<file path="src/rtl/fsm_controle_multi.sv">
// Multi-channel motor controller: per-channel start qualification, run
// watchdog and cooldown hysteresis, with a runtime cooldown time, a global
// enable and a display mux exposing one channel's timer.
module fsm_controle_multi #(
  parameter int N_CH         = 4,
  parameter int TIMER_W      = 5,
  parameter int COOLDOWN_DEF = 20,
  parameter int ON_DELAY     = 2,
  parameter int MAX_RUN      = 60,
  localparam int SEL_W       = (N_CH > 1) ? $clog2(N_CH) : 1
) (
  input  logic                 clk,
  input  logic                 reset,
  input  logic                 tick_1hz,
  input  logic [N_CH-1:0]      sensor_sync,
  input  logic                 enable,
  input  logic [TIMER_W-1:0]   cfg_cooldown,
  input  logic                 cfg_load,
  input  logic [N_CH-1:0]      fault_clr,
  input  logic [SEL_W-1:0]     disp_sel,
  output logic [N_CH-1:0]      motor_on,
  output logic [N_CH-1:0]      fault,
  output logic [TIMER_W-1:0]   timer_val,
  output logic [3*N_CH-1:0]    state_dbg
);

  typedef enum logic [2:0] {
    ST_IDLE     = 3'd0,
    ST_ARM      = 3'd1,
    ST_RUN      = 3'd2,
    ST_COOLDOWN = 3'd3,
    ST_FAULT    = 3'd4
  } state_t;

  // Counters keep at least one bit so a disabled feature still elaborates.
  localparam int ARM_W = (ON_DELAY > 0) ? $clog2(ON_DELAY + 1) : 1;
  localparam int RUN_W = (MAX_RUN > 0) ? $clog2(MAX_RUN + 1) : 1;

  localparam logic [ARM_W-1:0]   ARM_LAST  = ARM_W'((ON_DELAY > 0) ? ON_DELAY - 1 : 0);
  localparam logic [RUN_W-1:0]   RUN_LAST  = RUN_W'((MAX_RUN > 0) ? MAX_RUN - 1 : 0);
  localparam logic [RUN_W-1:0]   RUN_SAT   = {RUN_W{1'b1}};
  localparam logic [TIMER_W-1:0] COOL_INIT = TIMER_W'(COOLDOWN_DEF);

  state_t             st      [N_CH];
  logic [TIMER_W-1:0] timer   [N_CH];
  logic [ARM_W-1:0]   arm_cnt [N_CH];
  logic [RUN_W-1:0]   run_cnt [N_CH];
  logic [TIMER_W-1:0] cooldown_reg;

  // Per-channel state machines plus the shared cooldown register.
  always_ff @(posedge clk) begin
    if (!reset) begin
      cooldown_reg <= COOL_INIT;
      for (int i = 0; i < N_CH; i++) begin
        st[i]      <= ST_IDLE;
        timer[i]   <= '0;
        arm_cnt[i] <= '0;
        run_cnt[i] <= '0;
      end
    end else begin
      // A zero cooldown would make the motor stop without any hysteresis.
      if (cfg_load) begin
        cooldown_reg <= (cfg_cooldown == '0) ? TIMER_W'(1) : cfg_cooldown;
      end
      for (int i = 0; i < N_CH; i++) begin
        case (st[i])
          ST_IDLE: begin
            timer[i] <= '0;
            if (enable && sensor_sync[i]) begin
              arm_cnt[i] <= '0;
              run_cnt[i] <= '0;
              if (ON_DELAY == 0) begin
                st[i]    <= ST_RUN;
                timer[i] <= cooldown_reg;
              end else begin
                st[i] <= ST_ARM;
              end
            end
          end
          ST_ARM: begin
            timer[i] <= '0;
            if (!sensor_sync[i] || !enable) begin
              st[i] <= ST_IDLE;
            end else if (tick_1hz) begin
              if (arm_cnt[i] == ARM_LAST) begin
                st[i]      <= ST_RUN;
                run_cnt[i] <= '0;
                timer[i]   <= cooldown_reg;
              end else begin
                arm_cnt[i] <= arm_cnt[i] + ARM_W'(1);
              end
            end
          end
          ST_RUN: begin
            // Timer tracks cooldown_reg so COOLDOWN starts from the latest value.
            timer[i] <= cooldown_reg;
            if (tick_1hz && (run_cnt[i] != RUN_SAT)) begin
              run_cnt[i] <= run_cnt[i] + RUN_W'(1);
            end
            if ((MAX_RUN != 0) && tick_1hz && (run_cnt[i] == RUN_LAST)) begin
              st[i]    <= ST_FAULT;
              timer[i] <= '0;
            end else if (!sensor_sync[i] || !enable) begin
              st[i] <= ST_COOLDOWN;
            end
          end
          ST_COOLDOWN: begin
            if (sensor_sync[i] && enable) begin
              st[i]      <= ST_RUN;
              run_cnt[i] <= '0;
              timer[i]   <= cooldown_reg;
            end else if (timer[i] == '0) begin
              st[i] <= ST_IDLE;
            end else if (tick_1hz) begin
              timer[i] <= timer[i] - TIMER_W'(1);
            end
          end
          ST_FAULT: begin
            timer[i] <= '0;
            // Clearing with demand still present would restart straight into the fault.
            if (fault_clr[i] && !sensor_sync[i]) begin
              st[i] <= ST_IDLE;
            end
          end
          default: begin
            st[i]    <= ST_IDLE;
            timer[i] <= '0;
          end
        endcase
      end
    end
  end

  // Motor, fault and debug outputs decoded straight from the state registers.
  always_comb begin
    motor_on  = '0;
    fault     = '0;
    state_dbg = '0;
    for (int i = 0; i < N_CH; i++) begin
      motor_on[i]          = (st[i] == ST_RUN) || (st[i] == ST_COOLDOWN);
      fault[i]             = (st[i] == ST_FAULT);
      state_dbg[3*i +: 3]  = st[i];
    end
  end

  // Display mux; a selector with no matching channel shows zero.
  always_comb begin
    timer_val = '0;
    for (int i = 0; i < N_CH; i++) begin
      if (disp_sel == SEL_W'(i)) begin
        timer_val = timer[i];
      end
    end
  end

endmodule

</file>
<file path="config.mk">
export PLATFORM = sky130hd
export DESIGN_NAME = fsm_controle_multi
export DESIGN_NICKNAME = d
export VERILOG_FILES = /design/src/rtl/fsm_controle_multi.sv
export SDC_FILE = /design/constraint.sdc
export NUM_CORES = 1
export LEC_CHECK = 0
export CAP_MARGIN = 0
export CORE_ASPECT_RATIO = 1.5
export CORE_MARGIN = 2
export CORE_UTILIZATION = 30
export CTS_CLUSTER_SIZE = 30
export DETAILED_ROUTE_END_ITERATION = 7
export GPL_TIMING_DRIVEN = 0
export MAX_ROUTING_LAYER = met4
export PLACE_DENSITY_LB_ADDON = 0.2
export SETUP_SLACK_MARGIN = 0.15
export SLEW_MARGIN = 15
export SYNTH_ARGS = -nofsm -noshare
export SYNTH_HDL_FRONTEND = slang
export SYNTH_SLANG_ARGS = --single-unit
</file>
<file path="constraint.sdc">
create_clock -name clk -period 4 [get_ports clk]
set_clock_uncertainty 0.1 [all_clocks]
set_input_delay 1 -clock clk [delete_from_list [all_inputs] [get_ports clk]]
set_output_delay 1 -clock clk [all_outputs]
set_load 0.05 [all_outputs]
</file>
==> metrics.md <==
| Metric | Value |
|---|---|
| Run status | complete, no violations |
| Worst-Skew Late Latency | roughly 0.34 ns |
| First-pass GRT wire length | roughly 17,000 µm |
| Fin crit period | roughly 3.7 ns |
| Crit-path max cell delay | 0.72 ns |
| # fillers | 1,405 |
| Met3 wire len | 256 µm |
| CP endpoint kind | primary output |
| Hpwl dp | 7760 µm |
| Peak VDD IR | 0.000234 V |
| Most common cell after layout, fill and taps aside | edfxtp_1 |
| Sequential Area | about 2000 µm² |
| Reg clk slew, reported paths | 0.06 ns |
| CP required | around 2.9 ns |
| Post-synth top area cell | edfxtp_1 |
| Vias in the first global route | 3,293 |
| Slowest-stage cell, CP | clkdlybuf4s50_1 |
| Cells after Synth | 414 |
| Area Overhead vs Synth | 21.3% |
| Post-CTS resize count | 0 |
| Total Routing Usage GR | 14.7% |
| Synth Net Count | about 450 |
| Area of the multi-input gates | 2100 µm² |
| Core Area | 14,000 µm² |
| Syn_area_per_cell | 10.3 µm² |
| P_leak | 1.85 nW |
| # IOs | 45 |
| Root buffer cell | clkbuf_16 |
| Data arrival, critical path | 2.64 ns |
| PortBufs | 40 |
| Clock Tree Buf Depth | 2 |
| Num CTS Buffers | 9 |
| Timing-limited maximum frequency | 267 MHz |
| Layout cell share with drive strength beyond 1 | under 10% |
| RSZ-0062 raised after global routing | false |
| Biggest register | run_cnt |
| Commonest non-fill, non-tap cells in the layout | edfxtp_1 (64), nor2_1 (57), clkdlybuf4s50_1 (40), nand2_1 (35), nand3_1 (23) |
| Largest net degree at the start of global routing | 12 |
| Dominant synthesized flop cell | edfxtp_1 |
| 1st-iter DRT viols | 128 |
| Mapped cell area | approximately 4300 µm² |
| Total global routing overflow | 0 |
| WL met1 | 4490 µm |
| Slew headroom | 44.7% |
| Worst min-delay path class | flop to flop |
| TritonCTS clock tree | built |
| CTS H-tree depth | 3 |
| Tcrit/Tclk final | 93.5% |
| Largest cells by area after synthesis | edfxtp_1 (45%), nor2_1 (5.0%), ha_1 (4.4%) |
| Drt via density | 4.94 |
| Top Registers | run_cnt: 24 flops, timer: 20 flops, st: 12 flops |
| Total negative slack | 0 ns |
| Ant diodes | 0 |
| Sequential share of the synthesized area | 47.2% |
| Power density over cell area | 461 nW/µm² |
| Fin util | 37.1% |
| Top-area cell type share of the netlist area | 44.9% |
| Seq cells post-synth | 69 |
| Worst setup SP type | primary input |
| Max_cap viols | 0 |
| # rows | 53 |
| Remaining antenna violation count | 0 |
| Synth warnings | 0 |
| Crit path top cell by count | clkdlybuf4s50_1 |
| Vias | 3,268 |
| Die W | 102 µm |
| CP bufs+invs | 2 |
| Slew Viols, Final | 0 |
| Yosys cell types | 62 |
| Initial antenna violation count | 0 |
| Final setup violation count | 0 |
| Routed len/inst | 15.5 µm |
| Clock Sinks | 69 |
| Cell Chain, Critical Path | clkdlybuf4s50_1 -> mux4_2 -> clkdlybuf4s50_1 |
| Met2 wire length | 5350 µm |
| Highest Signal Layer | met4 |
| DRC violations left | 0 |
| DR pass1 iterations | 4 |
| Die Height | between 150 and 200 µm |
| Routed WL | 10,300 µm |
| R2r setup slk | 1.46 ns |
| Number of flip-flops in the largest register | 24 |
| CP Class | primary input to primary output |
| Final GP Congestion | 0.845 |
| Post-CTS setup buffers | 0 |
| Worst slew pin tran | 0.820 ns |
| Die area | 15,300 µm² |
| Hold Fails Final Rpt | 0 |
| Crit path max fanout | 5 |
| Asr flop ratio synth | 0% |
| Top cell family by delay on the critical path | buffers and inverters |
| Initial core utilization | a little under a third |
| Post-synth EDFFs | 64 |
| Post-CTS Hold Fix Bufs | 0 |
| Final net count | 500 |
-- cells by family after synthesis --
group                    after synthesis  share of synthesized area (%)
adder cells (fa/ha/maj)               15                           4.38
flip-flops                            69                           47.2
AND/OR/NAND/NOR                      190                           23.1
XOR/XNOR                              26                           5.32
AO/OA/AOI/OAI                         68                           12.6
multiplexers                           9                           3.65
buffers and inverters                 37                           3.68
-- report_power, final --
group,internal (mW),switching [mW]
sequential,0.889,0.0958
combinational,0.259,0.415
clock,0.433,0.302
-- synth_stat cells, drive strengths merged (4+ instances only) --
master,instances
o31ai,5
nand4b,4
mux2i,4
nand3,23
nor2b,16
nand3b,7
nand4,4
nand2,36
a211oi,4
inv,21
xnor2,12
or3,6
o2bb2ai,11
o21ai,8
mux4,5
buf,7
dfxtp,5
ha,15
a22o,7
clkbuf,9
and2,4
nor3b,6
nor3,7
xor2,14
nor2,57
edfxtp,64
a21oi,10
-- per-layer routing --
metal / up-vias / global-route usage [%]
li1: 1636 / -
met1: 1567 / 17.0
met2: 53 / 25.2
met3: 12 / 2.09
met4: 0 / 6.55
met5: - / -
-- per-stage QoR --
step                setup slack [ns]  hold slack [ns]  cell area, µm²  instances  power [mW]
finish                         0.262            0.464            5190        662        2.39
global route                   0.211            0.475            5190        662        2.50
CTS                            0.244            0.466            5190        662        2.42
detailed placement             0.251            0.457            4920        646        1.67
global placement               0.296            0.452            4920        646        1.67
floorplan                      0.786            0.411            4280        414        1.46
-- path summary, 6_finish.rpt --
kind / start / end / cells past startpoint
hold reg to reg: arm_cnt[3][0]$_SDFFCE_PN0P_ / arm_cnt[3][0]$_SDFFCE_PN0P_ / 1
hold / removal: arm_cnt[3][0]$_SDFFCE_PN0P_ / arm_cnt[3][0]$_SDFFCE_PN0P_ / 1
setup reg to reg: timer[3][0]$_SDFFCE_PP0P_ / st[3][0]$_SDFFCE_PP0P_ / 6
setup / recovery: disp_sel[1] / timer_val[1] / 3
-- layout make-up --
type	instances	share of cell area (%)
clock buffers	12	4.74
plain buffers	16	1.52
multi-input cells	308	40.5
well taps	192	4.62
repair buffers	40	7.71
flip-flops and latches	69	38.9
inverters	21	1.52
clock inverters	4	0.458
No activity file was read; power rests on OpenSTA's default activity.
